### config.mk
export PLATFORM = sky130hd
export DESIGN_NAME = spi_flash_ctrl
export DESIGN_NICKNAME = d
export VERILOG_FILES = /design/src/rtl/spi_flash_ctrl.sv
export SDC_FILE = /design/constraint.sdc
export NUM_CORES = 1
export LEC_CHECK = 0
export BUFFER_PORTS_ARGS = -buffer_cell sky130_fd_sc_hd__buf_4
export CORE_MARGIN = 2
export CORE_UTILIZATION = 47
export CTS_CLUSTER_DIAMETER = 100
export DETAILED_ROUTE_END_ITERATION = 10
export PLACE_DENSITY_LB_ADDON = 0.25
export SLEW_MARGIN = 20
export SYNTH_ARGS = -nofsm -noshare
export SYNTH_HDL_FRONTEND = slang
export SYNTH_SLANG_ARGS = --single-unit
### constraint.sdc
create_clock -name clk_i -period 3.09 [get_ports clk_i]
set_clock_uncertainty 0.2 [all_clocks]
set_input_delay 0.309 -clock clk_i [delete_from_list [all_inputs] [get_ports clk_i]]
set_output_delay 0.309 -clock clk_i [all_outputs]
set_load 0.03 [all_outputs]
### src/rtl/spi_flash_ctrl.sv
// SPI flash controller: a small CPU register window with asynchronous strobes
// driving a mode-0, MSB-first byte shifter with a programmable SCK divider.
module spi_flash_ctrl #(
    parameter logic [7:0] DIV_RST = 8'h18
) (
    input  logic       clk_i,
    input  logic       mcu_rst_i,
    input  logic       mcu_cs_i,
    input  logic       mcu_wr_i,
    input  logic       mcu_rd_i,
    input  logic [7:0] mcu_addr_i8,
    input  logic [7:0] mcu_wrdat_i8,
    output logic [7:0] mcu_rddat_o8,
    output logic       mcu_int_o,
    output logic       spi_ncs_o,
    output logic       spi_clk_o,
    output logic       spi_mosi_o,
    input  logic       spi_miso_i
);

    localparam logic [3:0] ADDR_CTRL   = 4'h0;
    localparam logic [3:0] ADDR_DIV    = 4'h1;
    localparam logic [3:0] ADDR_TX     = 4'h2;
    localparam logic [3:0] ADDR_RX     = 4'h3;
    localparam logic [3:0] ADDR_STATUS = 4'h4;

    typedef enum logic [1:0] {IDLE, LOW, HIGH, DONE} state_t;

    state_t     state, state_next;

    logic       wr_s1, wr_s2, wr_d;
    logic       rd_s1, rd_s2, rd_d, rd_is_rx;
    logic [1:0] sync_vld;
    logic       wr_commit, rd_fall;

    logic [3:0] addr;
    logic       addr_unused;

    logic       ctrl_ncs, int_en;
    logic [7:0] div, rx_data, shift, phase_cnt;
    logic [2:0] bit_cnt;
    logic       done, ovr, busy, sck, mosi, int_q;
    logic       phase_end, tx_start, wr_tx, wr_status, done_clr;

    assign addr        = mcu_addr_i8[3:0];
    assign addr_unused = ^mcu_addr_i8[7:4];

    // Strobe synchronizers. The write edge detector reads as "already high"
    // until the pipeline holds a post-reset sample, so a strobe held across
    // reset release never looks like a fresh edge.
    always_ff @(posedge clk_i) begin
        if (mcu_rst_i) begin
            wr_s1    <= 1'b0;
            wr_s2    <= 1'b0;
            wr_d     <= 1'b1;
            rd_s1    <= 1'b0;
            rd_s2    <= 1'b0;
            rd_d     <= 1'b0;
            rd_is_rx <= 1'b0;
            sync_vld <= 2'b00;
        end else begin
            wr_s1    <= mcu_cs_i & mcu_wr_i;
            wr_s2    <= wr_s1;
            sync_vld <= {sync_vld[0], 1'b1};
            wr_d     <= sync_vld[1] ? wr_s2 : 1'b1;
            rd_s1    <= mcu_cs_i & mcu_rd_i;
            rd_s2    <= rd_s1;
            rd_d     <= rd_s2;
            if (rd_s2)
                rd_is_rx <= (addr == ADDR_RX);
        end
    end

    assign wr_commit = wr_s2 & ~wr_d;
    assign rd_fall   = rd_d & ~rd_s2;

    assign busy      = (state != IDLE);
    assign phase_end = (phase_cnt == div);
    assign wr_tx     = wr_commit && (addr == ADDR_TX);
    assign wr_status = wr_commit && (addr == ADDR_STATUS);
    assign tx_start  = wr_tx && !busy;
    assign done_clr  = (wr_status && mcu_wrdat_i8[1]) || (rd_fall && rd_is_rx);

    // NOTE: sequential state uses non-blocking (<=) so every register samples
    // pre-edge values; blocking here would create order-dependent behaviour.
    always_ff @(posedge clk_i) begin
        if (mcu_rst_i)
            state <= IDLE;
        else
            state <= state_next;
    end

    // NOTE: next-state gets a default before the case so no path leaves it
    // unassigned, which would otherwise infer a latch.
    always_comb begin
        state_next = state;
        case (state)
            IDLE:    if (tx_start) state_next = LOW;
            LOW:     if (phase_end) state_next = HIGH;
            HIGH:    if (phase_end) state_next = (bit_cnt == 3'd7) ? DONE : LOW;
            DONE:    state_next = IDLE;
            default: state_next = IDLE;
        endcase
    end

    always_ff @(posedge clk_i) begin
        if (mcu_rst_i) begin
            ctrl_ncs  <= 1'b1;
            int_en    <= 1'b0;
            div       <= DIV_RST;
            rx_data   <= 8'h00;
            shift     <= 8'h00;
            phase_cnt <= 8'h00;
            bit_cnt   <= 3'd0;
            done      <= 1'b0;
            ovr       <= 1'b0;
            sck       <= 1'b0;
            mosi      <= 1'b0;
            int_q     <= 1'b0;
        end else begin
            if (wr_commit && (addr == ADDR_CTRL)) begin
                ctrl_ncs <= mcu_wrdat_i8[0];
                int_en   <= mcu_wrdat_i8[1];
            end
            if (wr_commit && (addr == ADDR_DIV) && !busy)
                div <= mcu_wrdat_i8;

            if (state_next != state)
                phase_cnt <= 8'h00;
            else if (busy)
                phase_cnt <= phase_cnt + 8'd1;

            if (tx_start) begin
                shift   <= mcu_wrdat_i8;
                mosi    <= mcu_wrdat_i8[7];
                bit_cnt <= 3'd0;
            end
            if ((state == LOW) && phase_end) begin
                shift <= {shift[6:0], spi_miso_i};
                sck   <= 1'b1;
            end
            // The last bit stays on MOSI; after the final shift, shift[7] is receive data.
            if ((state == HIGH) && phase_end) begin
                sck     <= 1'b0;
                bit_cnt <= bit_cnt + 3'd1;
                if (bit_cnt != 3'd7)
                    mosi <= shift[7];
            end
            if (state == DONE)
                rx_data <= shift;

            // Completion outranks any clear landing on the same edge.
            if (state == DONE)
                done <= 1'b1;
            else if (tx_start || done_clr)
                done <= 1'b0;

            if (wr_tx && busy)
                ovr <= 1'b1;
            else if (wr_status && mcu_wrdat_i8[2])
                ovr <= 1'b0;

            int_q <= done & int_en;
        end
    end

    always_comb begin
        mcu_rddat_o8 = 8'h00;
        if (mcu_cs_i && mcu_rd_i) begin
            case (addr)
                ADDR_CTRL:   mcu_rddat_o8 = {6'b0, int_en, ctrl_ncs};
                ADDR_DIV:    mcu_rddat_o8 = div;
                ADDR_RX:     mcu_rddat_o8 = rx_data;
                ADDR_STATUS: mcu_rddat_o8 = {5'b0, ovr, done, busy};
                default:     mcu_rddat_o8 = 8'h00;
            endcase
        end
    end

    assign spi_ncs_o  = ctrl_ncs;
    assign spi_clk_o  = sck;
    assign spi_mosi_o = mosi;
    assign mcu_int_o  = int_q;

endmodule

# --- Yosys cells after proc, flatten, opt, wreduce, memory -nomap -nowiden ---
# Cells that the tools add are included.
op_classes:
  n_bitwise: 8
  n_eq_ne: 11
  mux: 19
  n_reduce_logical: 26
  n_addsub: 2
ops:
  columns: ["cell", "n"]
  rows:
  - ["case mux 8 bit (4 select lines)", 1]
  - ["two-way mux 8 bit", 3]
  - ["logical AND 1 bit", 13]
  - ["nonzero test 2 bit", 5]
  - ["adder 8 x 1 -> 8 bit, second input constant", 1]
  - ["equality test 4 x 2 -> 1 bit, second input constant", 2]
  - ["equality test 8 bit", 1]
  - ["two-way mux 1 bit", 8]
  - ["two-way mux 2 bit", 4]
  - ["case mux 2 bit (4 select lines)", 1]
  - ["two-way mux 3 bit", 2]
  - ["OR reduction 2 bit", 3]
  - ["AND 1 bit", 5]
  - ["equality test 2 bit, second input constant", 2]
  - ["equality test 4 x 1 -> 1 bit, second input constant", 1]
  - ["equality test 4 x 3 -> 1 bit, second input constant", 1]
  - ["zero test 4 bit", 1]
  - ["adder 3 x 1 -> 3 bit, second input constant", 1]
  - ["equality test 3 bit, second input constant", 1]
  - ["inequality test 3 bit, second input constant", 1]
  - ["inverter 1 bit", 3]
  - ["equality test 2 x 1 -> 1 bit, second input constant", 1]
  - ["zero test 2 bit", 1]
  - ["logical OR 1 bit", 2]
  - ["2 further kinds", 2]
word_totals:
  out_inout_bits: 12
  reg_bits: 53
  word_cells: 88
  in_bits: 22

# --- Depth between registers and ports, before layout ---
depth:
  word_depth: 8
  depth_mapped: 6
  mapped_depth_nobuf: 5

# --- Worst setup path after synthesis ---
# No wires, ideal clock.
synth_path:
  path_kind: "input to output"
  start: "in mcu_addr_i8[1]"
  end: "out mcu_rddat_o8[3]"
  required_ps: 2581
  stages: 5
  arrival_time_ps: 1702
  setup_slack_ps: 879
  n_path_buf: 2
  cell_sequence: "buf_2 -> nor4b_2 -> buf_2 -> a22oi_1 -> nor2_1"
synth_via:
  elab_chain_cells: 3
  elab_cells_between_ends: 6
  cone_classes: "3 x eq/ne; 2 x mux; 1 x reduce/logical"
synth_lines:
  columns: ["item", "line", "rtl"]
  rows:
  - ["from (decl)", "11", "input logic [7:0] mcu_addr_i8,"]
  - ["equality test 4 x 3 -> 1 bit (tied with other cells)", "170", "case (addr)"]
  - ["case mux 8 bit (4 select lines) *", "170", null]
  - ["two-way mux 8 bit *", "169", "if (mcu_cs_i && mcu_rd_i) begin"]
  - ["to (decl)", "13", "output logic [7:0] mcu_rddat_o8,"]
# Mark *: on every way between the ends. The rest lies on a longest branch, timed or not.

# --- Final worst setup path ---
layout_path:
  start: "reg phase_cnt[3]"
  end: "reg shift[1]"
layout_via:
  elab_chain_cells: 3
  elab_cells_between_ends: 4
  cone_classes: "1 x eq/ne; 1 x mux; 2 x reduce/logical"
layout_lines:
  columns: ["item", "line", "rtl"]
  rows:
  - ["from (decl)", "40", "logic [7:0] div, rx_data, shift, phase_cnt;"]
  - ["from (signal assigned)", "131", "phase_cnt <= phase_cnt + 8'd1;"]
  - ["equality test 8 bit *", "78", "assign phase_end = (phase_cnt == div);"]
  - ["logical AND 1 bit *", "138", "if ((state == LOW) && phase_end) begin"]
  - ["two-way mux 8 bit / nonzero test 2 bit (equally long branches)", null, null]
  - ["to (signal assigned)", "134", "shift <= mcu_wrdat_i8;"]
  - ["to (signal assigned)", "139", "shift <= {shift[6:0], spi_miso_i};"]
  - ["to (decl)", "40", null]
# Marked as above.
# A chain may end at the register's enable or synchronous reset.

==> metrics.txt <==
Cell Area, Synth=2540 sq um; initial antenna violation count=0; first-pass GRT wire length=between 10 and 15 mm; RSZ-0062 raised after global routing=no; total clock sinks=53; Clock H-tree levels=2; final instance area=just under 3000 sq um; ys flop type=dfxtp_1; CP Buf/Inv Count=0; post-synthesis net count=approximately 320; crit-path max FO=12; yosys warns=0; Final Core Density=0.565; Via-to-Cell Ratio=roughly 5.8; Layout area overhead=15.1%; Top Ports=34; slowest CP cell=or3_1; drt first pass iters=5; number of port buffers=29; Final period util=0.693; DRT antenna net count=0; initial core utilization=0.491; Async SR Flop Fraction=0; Crit path max-delay family=simple AND/OR/NAND/NOR gates; Post-synth EDFFs=0; drt total wl=6.05 mm; Power Total=around 1.2 mW; vias in the first global route=a little over 2000; # hold bufs at CTS=0; Final min period=between 2 and 2.5 ns; die outline width=roughly 78 um; GPL Wtd Cong=between 0.8 and 0.9; Slew Limit Headroom=0.674; Detailed Route Iter0 Violations=~220; post-CTS resize count=0; peak supply drop=201 uV; Slew @ Worst Pin=between 0.4 and 0.5 ns; worst skew pair latency=between 0.3 and 0.4 ns; Vias=roughly 2300; pin count of the biggest net entering global routing=39; TritonCTS clock tree=built; gr usage total=0.212; Die ar.=~6000 sq um; CTS root buf=clkbuf_8; Setup TNS Final=0 ns; Syn Inst Count=298; WP data arrival=2.17 ns; fin worst setup slack=approximately 0.95 ns; CP required=3.11 ns; Die Y=77.5 um; DP Area=roughly 2800 sq um; P_leak=1.05 nW; row count=26; pre-CTS setup slack=just under 1 ns; max incr delay on CP=between 0.6 and 0.7 ns; Power Density=approximately 420 nW/um^2; critical path cell sequence=xnor2_2, nand4_2, or3_1, a211oi_1; Yosys cell types=between 40 and 50; Max Freq=about 470 MHz; final number of setup-violating endpoints=0; register area share after synthesis=0.418; clock tree buffer depth=2; filler cell count=~480; average wire per standard cell=around 15 um; Worst-path clk slew=0.09 ns; fin nets=346; Yosys reg bits=53; post-route insts no fill=about 390; total CTS buffers=5; Crit Path Category=register to register; antenna cells=0; Remaining DRCs=0; core area=a little over 5000 sq um; worst min path class=primary input to register; hpwl dp=~4.3 mm; Post CTS Setup Buffer Count=0; Synth Area per Inst=8.53 sq um; Min Hold Slack=roughly 0.040 ns; Slew Viols, Final=0; grt ovf=0; layout cell share with drive strength beyond 1=0.174; startpoint types=register; Max-Cap Viols=0; final hold violation count=0; outcome=complete, no violations; CP Capture Type=register; placed cells=roughly 380
## routing by layer
layer	track usage	vias up	wire length [um]
li1	-	1125	-
met1	0.297	1069	2770
met2	0.340	62	2860
met4	0.0625	0	83
met5	0	-	0
met3	0.0291	8	335
## layout make-up
class	instances	area, sq um	share of cell area
timing repair buffer	37	278	0.0950
clock inverter	1	30.0	0.0103
clock buffer	7	86.3	0.0295
sequential	53	1060	0.363
inverter	3	11.3	0.00385
tap	70	87.6	0.0300
multi-input combinational	221	1370	0.469
## power by group
| group | switching [mW] | total, mW | internal, mW | leakage (nW) |
|---|---|---|---|---|
| registers | 0.00234 | 0.690 | 0.688 | 0.428 |
| logic | 0.0382 | 0.0635 | 0.0253 | 0.567 |
| clock network | 0.218 | 0.482 | 0.264 | 0.0585 |
| total | 0.259 | 1.24 | 0.977 | 1.05 |
## cells in the mapped netlist, drive strengths merged, types with 4 or more instances
cell | instances | area share
nor2 | 17 | 0.025
nor4 | 10 | 0.025
nand2 | 47 | 0.069
mux2i | 12 | 0.047
dfxtp | 53 | 0.42
buf | 10 | 0.023
o211ai | 4 | 0.012
o22ai | 4 | 0.0098
and3 | 4 | 0.0098
a31oi | 4 | 0.0098
nor2b | 8 | 0.020
o21ai | 6 | 0.012
a21oi | 25 | 0.049
a22oi | 7 | 0.021
xnor2 | 8 | 0.033
clkbuf | 11 | 0.016
a211oi | 8 | 0.024
nor3 | 7 | 0.020
nand3 | 16 | 0.033
nand4 | 6 | 0.017
## cells in the final DEF (no fill, tap or decap), types with 5 or more instances in the layout
cell type / instances
dfxtp_1: 53
nand2_1: 47
buf_4: 37
a21oi_1: 25
nor2_1: 17
nand3_1: 15
mux2i_1: 12
nor4_1: 10
nor2b_1: 8
a211oi_1: 8
a22oi_1: 7
o21ai_0: 6
xnor2_1: 6
clkbuf_8: 6
nor3_1: 5
nand4_1: 5
## path summary, 6_finish.rpt
path | start | to | slack, ns | cells after the start
min reg2reg | sync_vld[1] | wr_d | 0.17 | 1
min | mcu_rd_i | rd_s1 | 0.04 | 2
max | phase_cnt[3] | shift[1] | 0.95 | 4
max reg2reg | phase_cnt[3] | shift[1] | 0.95 | 4
## sequential cells by signal, indices dropped and copies added (netlist names)
register    count
bit_cnt         3
div             8
done            1
int_en          1
mcu_int_o       1
ovr             1
phase_cnt       8
rd_d            1
rd_is_rx        1
rd_s1           1
rd_s2           1
rx_data         8
shift           8
spi_clk_o       1
spi_mosi_o      1
spi_ncs_o       1
state           2
sync_vld        2
wr_d            1
wr_s1           1
wr_s2           1
## cell families after synthesis
family / count (synthesis) / share of synthesized area
adder cells (fa/ha/maj): 3 / 0.0148
multiplexers: 15 / 0.0606
AND/OR/NAND/NOR: 129 / 0.267
flip-flops: 53 / 0.418
XOR/XNOR: 8 / 0.0335
buffers and inverters: 24 / 0.0433
AO/OA/AOI/OAI: 66 / 0.163
Power figures use the tool's default switching activity.
